<file path="src/rtl/pwm_ramp_ctrl.sv">
// pwm_ramp_ctrl: sequences the PWM core's d/sel bus to program the period,
// restart the counter and ramp the compare value from a start duty to an end
// duty. Compare updates are issued only on the cycle where the core counter
// wraps, so the new duty covers a whole period.
//
// state    | meaning
// ---------+--------------------------------------------------------------
// IDLE     | waiting for start; bus holds
// LOAD_TOP | write latched period value into the core top register
// LOAD_CNT | restart the core counter at 0
// LOAD_CMP | write the start duty into the core compare register
// RUN      | count periods at each wrap; write the next duty every pps_eff periods
// DONE     | ramp finished; one-cycle done pulse
module pwm_ramp_ctrl #(
    parameter int W = 16
) (
    input  logic         clk,
    input  logic         rst_n,
    input  logic         start,
    input  logic         abort,
    input  logic [W-1:0] cfg_top,
    input  logic [W-1:0] cfg_duty_start,
    input  logic [W-1:0] cfg_duty_end,
    input  logic [W-1:0] cfg_step,
    input  logic [W-1:0] cfg_pps,
    input  logic [W-1:0] pwm_cnt,
    input  logic [W-1:0] pwm_top,
    output logic [W-1:0] pwm_d,
    output logic [1:0]   pwm_sel,
    output logic         busy,
    output logic         done
);

    localparam logic [1:0]   SEL_HOLD = 2'b00;
    localparam logic [1:0]   SEL_CMP  = 2'b01;
    localparam logic [1:0]   SEL_TOP  = 2'b10;
    localparam logic [1:0]   SEL_CNT  = 2'b11;
    localparam logic [W-1:0] ONE      = {{(W-1){1'b0}}, 1'b1};

    typedef enum logic [2:0] {
        IDLE     = 3'd0,
        LOAD_TOP = 3'd1,
        LOAD_CNT = 3'd2,
        LOAD_CMP = 3'd3,
        RUN      = 3'd4,
        DONE     = 3'd5
    } state_t;

    state_t       state;
    logic [W-1:0] top_r;
    logic [W-1:0] duty_start_r;
    logic [W-1:0] duty_end_r;
    logic [W-1:0] step_r;
    logic [W-1:0] pps_r;
    logic [W-1:0] cur;
    logic [W-1:0] per;
    logic         up_r;

    logic [W-1:0] step_eff;
    logic [W-1:0] pps_eff;
    logic [W:0]   sum;
    logic [W-1:0] diff;
    logic [W-1:0] next_duty;
    logic         boundary;
    logic         upd;

    // Next duty value with saturation at the end duty in either direction.
    always_comb begin
        step_eff  = (step_r == '0) ? ONE : step_r;
        pps_eff   = (pps_r == '0) ? ONE : pps_r;
        sum       = {1'b0, cur} + {1'b0, step_eff};
        diff      = cur - step_eff;
        next_duty = duty_end_r;
        if (up_r) begin
            if (sum < {1'b0, duty_end_r}) begin
                next_duty = sum[W-1:0];
            end
        end else begin
            if (!(cur < step_eff) && (diff > duty_end_r)) begin
                next_duty = diff;
            end
        end
        boundary  = (pwm_cnt >= pwm_top);
        upd       = (state == RUN) && boundary && (per == pps_eff - ONE);
    end

    // Sequencer state and latched ramp configuration; abort overrides everything.
    always_ff @(posedge clk or negedge rst_n) begin
        if (!rst_n) begin
            state        <= IDLE;
            top_r        <= '0;
            duty_start_r <= '0;
            duty_end_r   <= '0;
            step_r       <= '0;
            pps_r        <= '0;
            cur          <= '0;
            per          <= '0;
            up_r         <= 1'b0;
        end else if (abort) begin
            state <= IDLE;
        end else begin
            case (state)
                IDLE: begin
                    if (start) begin
                        top_r        <= cfg_top;
                        duty_start_r <= cfg_duty_start;
                        duty_end_r   <= cfg_duty_end;
                        step_r       <= cfg_step;
                        pps_r        <= cfg_pps;
                        cur          <= cfg_duty_start;
                        per          <= '0;
                        up_r         <= (cfg_duty_end > cfg_duty_start);
                        state        <= LOAD_TOP;
                    end
                end
                LOAD_TOP: state <= LOAD_CNT;
                LOAD_CNT: state <= LOAD_CMP;
                LOAD_CMP: state <= (duty_start_r == duty_end_r) ? DONE : RUN;
                RUN: begin
                    if (upd) begin
                        cur <= next_duty;
                        per <= '0;
                        if (next_duty == duty_end_r) begin
                            state <= DONE;
                        end
                    end else if (boundary) begin
                        per <= per + ONE;
                    end
                end
                DONE:    state <= IDLE;
                default: state <= IDLE;
            endcase
        end
    end

    // Core bus decode; the RUN write is qualified by the live wrap compare.
    always_comb begin
        pwm_sel = SEL_HOLD;
        pwm_d   = '0;
        case (state)
            LOAD_TOP: begin
                pwm_sel = SEL_TOP;
                pwm_d   = top_r;
            end
            LOAD_CNT: begin
                pwm_sel = SEL_CNT;
                pwm_d   = '0;
            end
            LOAD_CMP: begin
                pwm_sel = SEL_CMP;
                pwm_d   = duty_start_r;
            end
            RUN: begin
                if (upd) begin
                    pwm_sel = SEL_CMP;
                    pwm_d   = next_duty;
                end
            end
            default: begin
                pwm_sel = SEL_HOLD;
                pwm_d   = '0;
            end
        endcase
    end

    // Status flags decoded from the state register only.
    always_comb begin
        busy = (state == LOAD_TOP) || (state == LOAD_CNT) ||
               (state == LOAD_CMP) || (state == RUN);
        done = (state == DONE);
    end

endmodule

</file>
<file path="config.mk">
export PLATFORM = sky130hd
export DESIGN_NAME = pwm_ramp_ctrl
export DESIGN_NICKNAME = d
export VERILOG_FILES = /design/src/rtl/pwm_ramp_ctrl.sv
export SDC_FILE = /design/constraint.sdc
export NUM_CORES = 1
export LEC_CHECK = 0
export ABC_AREA = 1
export ABC_CLOCK_PERIOD_IN_PS = 4500
export CELL_PAD_IN_SITES_DETAIL_PLACEMENT = 0
export CELL_PAD_IN_SITES_GLOBAL_PLACEMENT = 2
export CORE_ASPECT_RATIO = 2
export CORE_MARGIN = 1
export CORE_UTILIZATION = 31
export DETAILED_ROUTE_END_ITERATION = 12
export GPL_ROUTABILITY_DRIVEN = 0
export PLACE_DENSITY_LB_ADDON = 0.3
export SYNTH_ARGS = -nofsm -noshare
export SYNTH_HDL_FRONTEND = slang
export SYNTH_SLANG_ARGS = --single-unit
</file>
<file path="constraint.sdc">
create_clock -name clk -period 4.5 [get_ports clk]
set_input_delay 0.45 -clock clk [delete_from_list [all_inputs] [get_ports clk]]
set_output_delay 0.45 -clock clk [all_outputs]
set_load 0.02 [all_outputs]
</file>
==> impl_metrics.yaml, run 1 <==
outcome:
  status: "finished with violations"
  violations: "negative setup slack"
worst_setup_path:
  worstSetupStartpointType: "flip-flop"
  end_kind: "primary output"
  cp.required_ns: 4.05
  cpMostUsedCell: "nand2_2"
  slowest_stage: "dfrtp_1"
  cpPeakStageDelay_ns: 0.40
  arrival_ns: 4.72
  worstSetupPathType: "flip-flop to primary output"
  crit_fanout: 6
cells_and_area:
  multiInputGateArea_um2: 6700
  finalNonFillerCells: 2264
  syn_to_final_growth_pct: 49.4
  design_area_um2: 14900
  antenna_cells: 0
  seq_area_um2: 2900
  drive_gt1_share_pct: 25.4
  num-fill-cells: 3289
  nets: 2045
logic_synthesis:
  syn_area_per_cell_um2: 6.80
  ys.flop_type: "dfrtp_1"
  synth_nets: 1681
  synth.distinct_cells: 49
  synth_cells: 1465
  ys.warnings.count: 0
  synth_area_um2: 9960
  async_flop_share_pct: 100
  synth-edff-count: 0
  yosysSeqAreaShare_pct: 29.1
  ys_ff_latch: 116
detailed_routing:
  drtAntennaViolNets: 0
  wire_per_inst_um: 18.9
  first_pass_iters: 5
  wirelength_um: 42800
  drt-initial-drc-count: 476
  vias: 11100
  detail_route.vias_per_cell: 4.92
  drcViolationCount: 0
floorplanning:
  core_area_um2: 31500
  die_h_um: 256
  pin_count: 136
  row_count: 92
  die_area_um2: 32900
  initial_core_util_pct: 31.6
  fp.dieW_um: 129
timing:
  min_period_ns: 5.17
  worst_slew_pin_slew_ns: 1.16
  worst_slack_ns: -0.671
  hold_viol: 0
  rsz0062_at_grt: "yes"
  finalClockSkew_ns: 0.00792
  relSlewSlack_pct: 21.9
  setup_tns_ns: -9.68
  min_period_over_period_pct: 115
  setup_viol: 17
  fmax_mhz: 193
  finalMaxSlewViolations: 0
placed_design:
  pre_cts_slack_ns: -1.13
  dpl.hpwl_um: 34600
  place_area_um2: 13300
  place_inst: 2190
  port_buffers: 135
clocking:
  cts_sinks: 116
  cts_tree: "done"
  cts_buffers: 17
  clk-insertion-delay-late_ns: 0.44
  cts_root_buffer: "clkbuf_16"
  clk_pin_slew_worst_paths_ns: 0.06
  htreeDepth: 4
  cts_hold_buf: 0
  cts_max_path_buffers: 2
min_path:
  hp-class: "input pin to async pin"
global_routing:
  busiest_layer: "met2"
  use_met1_pct: 24.2
  grt_use_total_pct: 26.9
  grt_start_max_net_pins: 71
  grt_pass1_wl_um: 64600
  grt-ovfl-total: 0
  grt_use_met3_pct: 2.99
  grt_use_met2_pct: 53.0
  grt_pass1_vias: 11700
  antenna_found_initial: 0
run:
  drv_cap: 0
timing repair:
action / CTS / global route
resized for setup: 179 / 88
buffers inserted: 32 / 15
pin swaps: 46 / 71
gates cloned: 3 / 0
endpoints found under the setup margin: 34 / 33
placed cells by master, fill, tap and decap left out, drive strengths merged, types with 3 or more instances in the layout:
cell           instances
a21oi                 72
inv                  189
a211oi                 6
clkdlybuf4s50        117
nand2                442
dfrtp                116
ha                    98
clkbuf                19
o211ai                11
clkinvlp               6
buf                  285
o21ai                103
nor2                  97
xnor2                  8
nor4                   4
xor2                  37
o21bai                 7
clkinv                 5
or2                    6
a21o                   3
a22oi                  4
nand3b                 3
nand3                124
a31oi                 15
nand4                 14
nor3                  27
o221ai                 7
metal layers:
layer	part of all wire [%]	vias to the layer above
met5	0	-
met2	57	304
met4	8.0	0
met1	33	5203
li1	-	5497
met3	2.4	136
synth_stat cells, types with 8 or more instances:
library cell	n	area share, %
o211ai_1	11	0.83
nand3_1	120	6.0
nor2_1	94	3.5
a31oi_1	15	0.94
nor3_1	27	1.4
nand2_1	432	16
xnor2_1	8	0.70
o21ai_0	101	5.1
dfrtp_1	116	29
nand4_1	14	0.88
clkbuf_1	39	1.5
xor2_1	37	3.3
inv_1	184	6.9
ha_1	98	12
buf_2	8	0.40
a21oi_1	68	3.4
state kept, by name, indices dropped and copies added (netlist names):
name / count
pps_r: 16
per: 16
up_r: 1
top_r: 16
cur: 16
duty_end_r: 16
duty_start_r: 16
state: 3
step_r: 16
through the flow:
step,utilization (%),hold slack (ns)
3_5_place_dp,42.3,0.461
5_1_grt,47.2,0.0531
3_3_place_gp,42.3,0.457
6_report,47.2,0.00921
2_1_floorplan,-,0.154
4_1_cts,46.0,0.0326
path summary, 6_finish.rpt:
kind | slack, ns | endpoint | cells after the start | startpoint
setup / recovery | -0.67 | pwm_d[4] | 32 | step_r[0]$_DFFE_PN0P_
hold / removal | 0.009 | pps_r[14]$_DFFE_PN0P_ | 1 | rst_n
setup reg to reg | -0.31 | state[0]$_DFFE_PN0P_ | 40 | step_r[0]$_DFFE_PN0P_
hold reg to reg | 0.47 | top_r[10]$_DFFE_PN0P_ | 2 | top_r[10]$_DFFE_PN0P_
max in group asynchronous | 3.48 | cur[13]$_DFFE_PN0P_ | 2 | rst_n
min in group clk | 0.47 | top_r[10]$_DFFE_PN0P_ | 2 | top_r[10]$_DFFE_PN0P_
logic make-up (layout without fill, tap and decap cells):
group / Yosys count / count (layout) / synth area share, %
fa+ha+maj: 100 / 100 / 12.7
buf+inv: 247 / 623 / 9.83
simple gates: 718 / 718 / 30.5
flops: 116 / 116 / 29.1
compound gates: 238 / 238 / 13.7
xor+xnor: 46 / 46 / 4.18
final cells by class:
cell class | count | share of cell area (%)
multi-input combinational | 1102 | 45.0
timing repair buffer | 403 | 23.5
sequential | 116 | 19.5
inverter | 189 | 4.79
tap | 423 | 3.56
clock buffer | 19 | 2.91
clock inverter | 12 | 0.731
worst max-delay path, delay by kind of cell (launching register included):
family                   cells  cell delay (ns)
AO/OA/AOI/OAI                5             0.90
adder cells (fa/ha/maj)      3             0.82
AND/OR/NAND/NOR             18             1.26
buffers and inverters        5             0.71
flip-flops                   1             0.40
XOR/XNOR                     1             0.18
Power of run 1 is not shown: default switching activity piles up to over one toggle a cycle in this logic, so the estimate is an artifact.
==> run 2, diff against run 1 <==
--- a/config.mk
+++ b/config.mk
@@ -15,6 +15,7 @@
 export DETAILED_ROUTE_END_ITERATION = 12
 export GPL_ROUTABILITY_DRIVEN = 0
 export PLACE_DENSITY_LB_ADDON = 0.3
+export SKIP_CTS_REPAIR_TIMING = 1
 export SYNTH_ARGS = -nofsm -noshare
 export SYNTH_HDL_FRONTEND = slang
 export SYNTH_SLANG_ARGS = --single-unit
==> run 2 against run 1 <==
  * The run still ends with negative setup slack left
  * Critical path type unchanged
  * Critical endpoint unchanged
  * Hold slack got worse by 0.0043 ns
  * Sequential share of layout area rose by 0.70 points
  * Via count fell by 1.9%
  * First-iteration DRC count up 5.0%
  * Largest cell class unchanged
==> impl_metrics.yaml, run 2 (synthesis results as in run 1) <==
placed_design:
  port_buffers: 135
  dpl.hpwl_um: 34600
  pre_cts_slack_ns: -1.13
cells_and_area:
  antenna_cells: 0
  syn_to_final_growth_pct: 44.2
  final_cell_mix: "nand2_1 (407), buf_4 (240), inv_1 (180)"
  drive_gt1_share_pct: 21.4
  nets: 2017
  layout_commonest_cell: "nand2_1"
clocking:
  cts_max_path_buffers: 2
  htreeDepth: 4
  cts_buffers: 17
  clk-insertion-delay-late_ns: 0.44
  clk_pin_slew_worst_paths_ns: 0.06
  cts_tree: "done"
  cts_root_buffer: "clkbuf_16"
  cts_sinks: 116
floorplanning:
  die_area_um2: 32900
  pin_count: 136
  core_area_um2: 31500
  row_count: 92
  die_h_um: 256
  fp.dieW_um: 129
  initial_core_util_pct: 31.6
detailed_routing:
  drcViolationCount: 0
  vias: 10900
  wirelength_um: 41900
  drt-initial-drc-count: 500
  drtAntennaViolNets: 0
  wire_per_inst_um: 18.7
  first_pass_iters: 5
  detail_route.vias_per_cell: 4.89
worst_setup_path:
  arrival_ns: 4.93
  cp.required_ns: 4.05
  rrSetupSlack_ns: -0.48
  r2r-start: "step_r[12]$_DFFE_PN0P_"
  worstSetupStartpointType: "flip-flop"
  reg2reg_to: "state[0]$_DFFE_PN0P_"
  worstSetupPathType: "flip-flop to primary output"
  rr_worst_depth: 34
  cpMostUsedCell: "nand2_2"
  cpPeakStageDelay_ns: 0.40
  crit_fanout: 6
  slowest_stage: "dfrtp_1"
  end_kind: "primary output"
global_routing:
  grt_start_max_net_pins: 71
  antenna_found_initial: 0
  grt_pass1_wl_um: 63100
  grt_use_total_pct: 26.3
  grt-ovfl-total: 0
  grt_pass1_vias: 11400
timing:
  rsz0062_at_grt: "yes"
  finalMaxSlewViolations: 0
  setup_viol: 18
  relSlewSlack_pct: 20.0
  hold_viol: 0
  min_period_ns: 5.38
  finalClockSkew_ns: 0.0103
  worst_slew_pin_slew_ns: 1.19
  worst_slack_ns: -0.882
  min_period_over_period_pct: 120
  fmax_mhz: 186
run:
  drv_cap: 0
min_path:
  hp-class: "input pin to async pin"
outcome:
  status: "finished with violations"
  violations: "negative setup slack"
## run 2: how the worst max path moves through the flow
stage	from	end	cells past startpoint
6_report	step_r[12]$_DFFE_PN0P_	pwm_d[4]	35
5_1_grt	step_r[12]$_DFFE_PN0P_	pwm_d[1]	26
4_1_cts	step_r[15]$_DFFE_PN0P_	pwm_d[4]	26
3_5_place_dp	step_r[15]$_DFFE_PN0P_	pwm_d[8]	26
3_3_place_gp	step_r[15]$_DFFE_PN0P_	pwm_d[5]	25
2_1_floorplan	step_r[15]$_DFFE_PN0P_	pwm_d[2]	28
## run 2: final cells by class
class                           count  area [um^2]
Sequential cell                   116         2900
Inverter                          189          713
Timing Repair Buffer              375         3220
Tap cell                          423          529
Fill cell                        3340        17200
Multi-Input combinational cell   1102         6460
Clock inverter                     12          109
Clock buffer                       19          433
## run 2: critical path: cells and delay by family (launching register included)
kind            cells  cell delay [ns]
flops               1             0.40
buf+inv             5             0.67
fa+ha+maj           3             0.65
compound gates      5             0.95
simple gates       22             1.78
## run 2: routing by layer
layer	GRT usage (%)	part of all wire (%)	vias to the layer above
li1	-	-	5440
met1	23.8	33	5090
met2	51.6	57	284
met3	2.93	2.5	117
met4	19.3	7.4	0
met5	0	0	-
## run 2: stage by stage
| step | setup TNS [ns] | cells | hold slack, ns | cell area, um^2 | utilization (%) |
|---|---|---|---|---|---|
| 2_1_floorplan | 0 | 1465 | 0.154 | 9960 | - |
| 3_3_place_gp | -16.71 | 2190 | 0.457 | 13300 | 42.3 |
| 3_5_place_dp | -20.30 | 2190 | 0.461 | 13300 | 42.3 |
| 4_1_cts | -29.44 | 2221 | 0.0326 | 13900 | 44.0 |
| 5_1_grt | -20.71 | 2236 | 0.0533 | 14400 | 45.6 |
| 6_report | -12.92 | 2236 | 0.00496 | 14400 | 45.6 |
Power of run 2 is left out for the same reason.
